$ cat config.mk
export PLATFORM = sky130hd
export DESIGN_NAME = irq_encoder83_flat
export DESIGN_NICKNAME = d
export VERILOG_FILES = /design/src/rtl/irq_encoder83_pkg.sv /design/src/rtl/irq_encoder83_if.sv /design/src/rtl/irq_encoder83_prio_enc83.sv /design/src/rtl/irq_encoder83.sv /design/src/flat_wrapper.sv
export SDC_FILE = /design/constraint.sdc
export NUM_CORES = 1
export LEC_CHECK = 0
export ABC_AREA = 0
export ABC_CLOCK_PERIOD_IN_PS = 1550
export BUFFER_PORTS_ARGS = -buffer_cell sky130_fd_sc_hd__buf_2
export CAP_MARGIN = 20
export CORE_AREA = 4 4 59 61
export CTS_CLUSTER_DIAMETER = 30
export DETAILED_ROUTE_END_ITERATION = 12
export DIE_AREA = 0 0 63 65
export PLACE_DENSITY = 0.58
export SETUP_SLACK_MARGIN = 0.1
export SYNTH_ARGS = -nofsm -noshare
export SYNTH_HDL_FRONTEND = slang
export SYNTH_SLANG_ARGS = --single-unit
$ cat constraint.sdc
create_clock -name clk -period 1.55 [get_ports clk]
set_input_delay 0.31 -clock clk [delete_from_list [all_inputs] [get_ports clk]]
set_output_delay 0.31 -clock clk [all_outputs]
set_load 0.01 [all_outputs]
$ cat src/rtl/irq_encoder83_pkg.sv
// Shared constants and types for the 8-to-3 interrupt request encoder.
package irq_encoder83_pkg;

    localparam int unsigned NUM_LINES = 8;
    localparam int unsigned CODE_W    = 3;

    typedef enum logic {
        IDLE,
        BUSY
    } state_t;

    // Request lines idle high, so the previous-sample register resets to all ones.
    function automatic logic [NUM_LINES-1:0] req_prev_rst();
        return {NUM_LINES{1'b1}};
    endfunction

endpackage

$ cat src/rtl/irq_encoder83_if.sv
// Request/grant bundle between peripheral lines, the encoder and its consumer.
interface irq_encoder83_if;
    import irq_encoder83_pkg::*;

    logic [NUM_LINES-1:0] req_n;
    logic                 en;
    logic                 ack;
    logic                 clr_ovf;
    logic [CODE_W-1:0]    code;
    logic                 valid;
    logic                 any_pending;
    logic [NUM_LINES-1:0] ovf;

    // Driver of requests and consumer of codes.
    modport master (
        output req_n, en, ack, clr_ovf,
        input  code, valid, any_pending, ovf
    );

    // The encoder itself.
    modport slave (
        input  req_n, en, ack, clr_ovf,
        output code, valid, any_pending, ovf
    );

endinterface

$ cat src/rtl/irq_encoder83_prio_enc83.sv
// Combinational 8-to-3 priority encoder, active-high; highest set bit wins, idx=0 when empty.
module prio_enc83
    import irq_encoder83_pkg::*;
(
    input  logic [NUM_LINES-1:0] mask,
    output logic [CODE_W-1:0]    idx,
    output logic                 any
);

    // Ascending scan so the last (highest) set bit overrides lower ones.
    always_comb begin
        idx = '0;
        for (int i = 0; i < NUM_LINES; i++) begin
            if (mask[i]) begin
                idx = CODE_W'(i);
            end
        end
        any = |mask;
    end

endmodule

$ cat src/rtl/irq_encoder83.sv
// Edge-captured 8-line request encoder with a valid/ack handshake and sticky overflow flags.
module irq_encoder83
    import irq_encoder83_pkg::*;
(
    input  logic           clk,
    input  logic           rst,
    irq_encoder83_if.slave bus
);

    logic [NUM_LINES-1:0] req_prev_q;
    logic                 primed_q;
    logic [NUM_LINES-1:0] pending_q, pending_d;
    logic [NUM_LINES-1:0] ovf_q, ovf_d;
    logic [NUM_LINES-1:0] fall, retire;
    state_t               state_q, state_d;
    logic [CODE_W-1:0]    code_q, code_d;
    logic [CODE_W-1:0]    top_idx;
    logic                 top_any;

    prio_enc83 u_prio (
        .mask (pending_q),
        .idx  (top_idx),
        .any  (top_any)
    );

    // Edge detect and pending/overflow update; a new falling edge beats a same-cycle retire.
    always_comb begin
        // Without a post-reset sample, a line held low through reset would look like an edge.
        fall      = primed_q ? (req_prev_q & ~bus.req_n) : '0;
        retire    = (state_q == BUSY && bus.ack) ? (NUM_LINES'(1) << code_q) : '0;
        pending_d = (pending_q & ~retire) | fall;
        ovf_d     = (bus.clr_ovf ? '0 : ovf_q) | (fall & pending_q & ~retire);
    end

    // Grant from IDLE when enabled; BUSY holds the code until acknowledged.
    always_comb begin
        state_d = state_q;
        code_d  = code_q;
        unique case (state_q)
            IDLE: begin
                if (bus.en && top_any) begin
                    code_d  = top_idx;
                    state_d = BUSY;
                end
            end
            BUSY: begin
                if (bus.ack) begin
                    state_d = IDLE;
                end
            end
            default: state_d = IDLE;
        endcase
    end

    // Capture registers.
    always_ff @(posedge clk or posedge rst) begin
        if (rst) begin
            req_prev_q <= req_prev_rst();
            primed_q   <= 1'b0;
            pending_q  <= '0;
            ovf_q      <= '0;
        end else begin
            req_prev_q <= bus.req_n;
            primed_q   <= 1'b1;
            pending_q  <= pending_d;
            ovf_q      <= ovf_d;
        end
    end

    // FSM state and presented code.
    always_ff @(posedge clk or posedge rst) begin
        if (rst) begin
            state_q <= IDLE;
            code_q  <= '0;
        end else begin
            state_q <= state_d;
            code_q  <= code_d;
        end
    end

    assign bus.code        = code_q;
    assign bus.valid       = (state_q == BUSY);
    assign bus.any_pending = |pending_q;
    assign bus.ovf         = ovf_q;

endmodule

$ cat src/flat_wrapper.sv
// flat-port wrapper written by rule: the top's interface ports become plain ports
module irq_encoder83_flat import irq_encoder83_pkg::*;
  (clk, rst, bus_req_n, bus_en, bus_ack, bus_clr_ovf, bus_code, bus_valid, bus_any_pending, bus_ovf);
  irq_encoder83_if bus_i ();
  input  logic clk;
  input  logic rst;
  input wire logic [$bits(bus_i.req_n)-1:0] bus_req_n;
  input wire logic [$bits(bus_i.en)-1:0] bus_en;
  input wire logic [$bits(bus_i.ack)-1:0] bus_ack;
  input wire logic [$bits(bus_i.clr_ovf)-1:0] bus_clr_ovf;
  output wire logic [$bits(bus_i.code)-1:0] bus_code;
  output wire logic [$bits(bus_i.valid)-1:0] bus_valid;
  output wire logic [$bits(bus_i.any_pending)-1:0] bus_any_pending;
  output wire logic [$bits(bus_i.ovf)-1:0] bus_ovf;
  assign bus_i.req_n = bus_req_n;
  assign bus_i.en = bus_en;
  assign bus_i.ack = bus_ack;
  assign bus_i.clr_ovf = bus_clr_ovf;
  assign bus_code = bus_i.code;
  assign bus_valid = bus_i.valid;
  assign bus_any_pending = bus_i.any_pending;
  assign bus_ovf = bus_i.ovf;
  irq_encoder83 u_core (.clk(clk), .rst(rst), .bus(bus_i));
endmodule
# Word-level counts from Yosys, hierarchy flattened
# Cells that the tools add are included.
# word_totals
out_inout_bits,13
rom_bits,0
mem_bits_rw,0
latch_bits,0
word_cells,33
ff_bits,29
in_bits,13
n_memories,0
# op_classes
mul,0
bitwise,9
shifts,1
n_mux,13
magnitude_cmp,0
n_addsub,0
eq_ne,0
n_reduce_logical,4
div_mod_pow,0
# op_table
op,n
8-bit AND,4
8-bit two-way mux,3
3-bit two-way mux,6
8-bit NOT,2
8-bit bitwise OR,2
8-bit OR reduction,1
"1-bit by 3-bit left shift with 8-bit output, first input constant",1
1-bit two-way mux,3
1-bit logical AND,2
1-bit one-hot mux with 2 select lines,1
2-bit AND reduction,1
1-bit NOT,1

# Logic depth before layout (Yosys ltp)
# depth
word_depth,7
mapped_depth,4
mapped_depth_nobuf,4

# Modules after synthesis
# A second synthesis with hierarchy kept.
# hier_totals
hier_cells,99
area_unflattened_um2,1136.1
# modules_own_cells
mod,seq_area_each_um2,cells_per_inst,instances,area_each_um2
irq_encoder83,735.7,87,1,1069.8
prio_enc83,0.0,12,1,66.3

# Least setup slack after synthesis
# No wires, ideal clock.
# synth_timing
path_type,register to output
startpoint,reg u_core.pending_q[5]
endpoint,out bus_any_pending
required_time_ns,1.240
path_buffers,0
slack_ns,0.382
stages_incl_launch_ff,3
arrival_ns,0.858
path_cell_list,dfrtp_1 -> nor4_4 -> nand2_1
# synth_between
elab_chain_len,1
# synth_rtl
item,line,rtl
"start, declared",irq_encoder83.sv:12,"logic [NUM_LINES-1:0] pending_q, pending_d;"
"start signal, assigned",irq_encoder83.sv:65,pending_q <= pending_d;
8-bit OR reduction,irq_encoder83.sv:83,assign bus.any_pending = |pending_q;
"end, declared",flat_wrapper.sv:13,output wire logic [$bits(bus_i.any_pending)-1:0] bus_any_pending;
# Every way passes these cells.

# Worst setup path after layout
# layout_timing
startpoint,reg u_core.pending_q[3]
endpoint,out bus_any_pending
# The elaborated chain is that of the path after synthesis.

==> summary.txt <==
Detailed routing
  • Drt drc: 0
  • Vias after detailed routing: 822
  • Initial DRC Count: 17
  • Final ANT Viol Nets: 0
  • Final wirelength: roughly 2200 um
  • First-pass DRT Iterations: 4
  • Vias/cell: 4.95
  • Wire length per cell: 13.0 um

Synthesis
  • Yosys warns: 0
  • Syn Area/Cell: 11.6 um^2
  • Synth area leader: dfrtp_1
  • Yosys top cell area share: 46.4%
  • Top post-synthesis cells by area: dfrtp_1 (46%), dfstp_2 (19%), nand3b_1 (6.0%), o22ai_1 (4.4%), inv_1 (4.0%)
  • Synthesized flop and latch total: 29
  • Library cells used by synthesis: 21
  • Mapped cell area: 0.00113 mm^2
  • Post-Syn Nets: roughly 110
  • Synth Instances: 98
  • Seq/Total Area, Yosys: 64.9%

Cells and area
  • Final Util: 46.1%
  • Antenna diodes: 0
  • Most common cell after layout, fill and taps aside: buf_2
  • P&R area growth vs syn: 21.1%
  • Fillers: 285
  • Area of the multi-input gates: roughly 350 um^2
  • Area occupied by registers: 737 um^2
  • Most frequent cells in the layout: buf_2 (25), dfrtp_1 (20), inv_1 (12)
  • Share of cells above drive strength 1: 34.6%
  • NumNets Final: 145
  • Post-route cell area: 0.00137 mm^2

Timing
  • Hold violation count in the final report: 0
  • Period utilization: 104%
  • Hold WS: roughly 41 ps
  • Count of final setup violators: 1
  • Setup TNS: -59.9 ps
  • Max Fclk: between 600 and 700 MHz
  • Unrepaired setup endpoints after global routing: yes
  • Max Slew Vio Count: 0
  • Worst Skew: between 7 and 8 ps
  • Setup ws final: -59.9 ps
  • Min cycle time layout: 1610 ps

Floorplan
  • # IOs: 26
  • Die ar.: 0.00410 mm^2
  • Initial Utilization: 38.1%
  • Core Region: about 0.003 mm^2
  • DIE WIDTH: approximately 63 um
  • Chip height: 65 um
  • Cell row count: 20

Setup path
  • Setup crit end kind: output pin
  • Setup CP Type: reg2out
  • Crit Path Max Fanout: 3
  • Worst Path Arrival: around 1300 ps
  • Crit path cell chain: nor4_4 -> nand2_1 -> buf_2
  • Largest incremental delay on the critical path: between 400 and 500 ps
  • Critical Path RT: 1240 ps
  • Startpoint types: flop
  • Critical path's slowest cell: dfrtp_2

CTS
  • Worst skew pair latency: ~320 ps
  • Num Clock Sinks: 29
  • CTS root buf: clkbuf_4
  • CTS tree: yes
  • CTS Buf Count: 5
  • Cts hold-fix bufs: 0
  • Deepest clock path buffer count: 2
  • Worst-path clk slew: 90 ps
  • H-tree depth: 2

Global route
  • Initial antenna violation count: 0
  • Largest net degree at the start of global routing: 30
  • First-pass GRT wire length: between 3000 and 4000 um
  • GRT Overall Usage: 12.8%
  • GR Overflow Total: 0
  • Vias in the first global route: about 870

Pwr
  • Maximum vdd drop: approximately 0.00054 V
  • Power, Total: 1.84 mW
  • Power per Cell Area: 1340 mW/mm^2
  • Leakage Power: 0.621 nW

Min path
  • Worst hold path type: in2async

Status
  • Status: finished, violations left
  • Failing checks: setup timing

Placed design
  • Final RePlAce weighted congestion: slightly above 0.8
  • Final HPWL DP: roughly 1500 um
  • Placed cell areas: 0.00130 mm^2
  • IO Port Bufs: 25

Flow run
  • Max-capacitance violation count: 0
[cells by family after synthesis]
kind of cell           after synthesis  synth area share, %
buffers and inverters               14                 4.63
and+or+nand+nor                     29                 16.7
AOI/OAI and AO/OA                   25                 13.5
DFF                                 29                 64.9
other                                1                0.331
[registers in the layout, indices dropped and copies added, names as in the netlist]
name,cells
u_core.bus.code,3
u_core.bus.ovf,8
u_core.bus.valid,1
u_core.pending_q,8
u_core.primed_q,1
u_core.req_prev_q,8
[worst paths after layout]
kind | endpoint | depth (start not counted) | slack [ps] | startpoint
max | bus_any_pending | 3 | -60 | u_core.pending_q[3]
min | u_core.primed_q | 3 | 40 | rst
max reg2reg | u_core.bus.code[0] | 5 | 260 | u_core.pending_q[3]
min reg2reg | u_core.bus.ovf[7] | 2 | 530 | u_core.bus.ovf[7]
max in group asynchronous | u_core.req_prev_q[4] | 3 | 1190 | rst
min in group clk | u_core.req_prev_q[2] | 1 | 90 | bus_req_n[2]
[Yosys cell counts, drive strengths merged]
cell type / n
clkbuf: 1
nor2: 2
buf: 1
nor4: 2
a21o: 1
o311ai: 1
nand3b: 9
o22ai: 8
inv: 12
o21a: 1
nor3: 2
dfstp: 8
nand2: 10
conb: 1
nand3: 1
a21oi: 4
o21ai: 8
dfrtp: 21
o31ai: 2
nand2b: 3
[power breakdown]
part           internal, mW  leakage (nW)  switching (mW)
Clock                 0.180        0.0265           0.237
Combinational         0.166         0.273           0.207
Sequential            0.900         0.322           0.150
Total                  1.25         0.621           0.593
[timing repair]
action,in CTS,in global routing
gates resized for setup,0,1
setup buffers,1,2
pin swaps,2,1
setup endpoints to repair,1,1
[area by class of cell]
cell class	instances	share of cell area [%]
sequential	29	53.7
multi-input combinational	55	25.2
timing repair buffer	29	11.3
clock buffer	8	3.56
inverter	12	3.28
tap	33	3.01
[layer usage]
layer	wire (um)	track usage [%]	vias to the layer above
li1	-	-	403
met3	140	5.37	6
met2	1010	20.4	23
met5	0	0	-
met1	961	14.6	390
met4	52	6.61	0
[worst max-delay path: cells and delay by family (launching register included)]
kind	cells	cell delay [ps]
flip-flops	1	440
buffers and inverters	1	150
AND/OR/NAND/NOR	2	400
[through the flow]
| stage | setup WS, ps | cells |
|---|---|---|
| finish | -59.9 | 166 |
| global route | -135 | 166 |
| CTS | -81.9 | 164 |
| detailed placement | 254 | 155 |
| global placement | 261 | 155 |
| floorplan | 382 | 98 |
No activity file was read; power rests on OpenSTA's default activity.
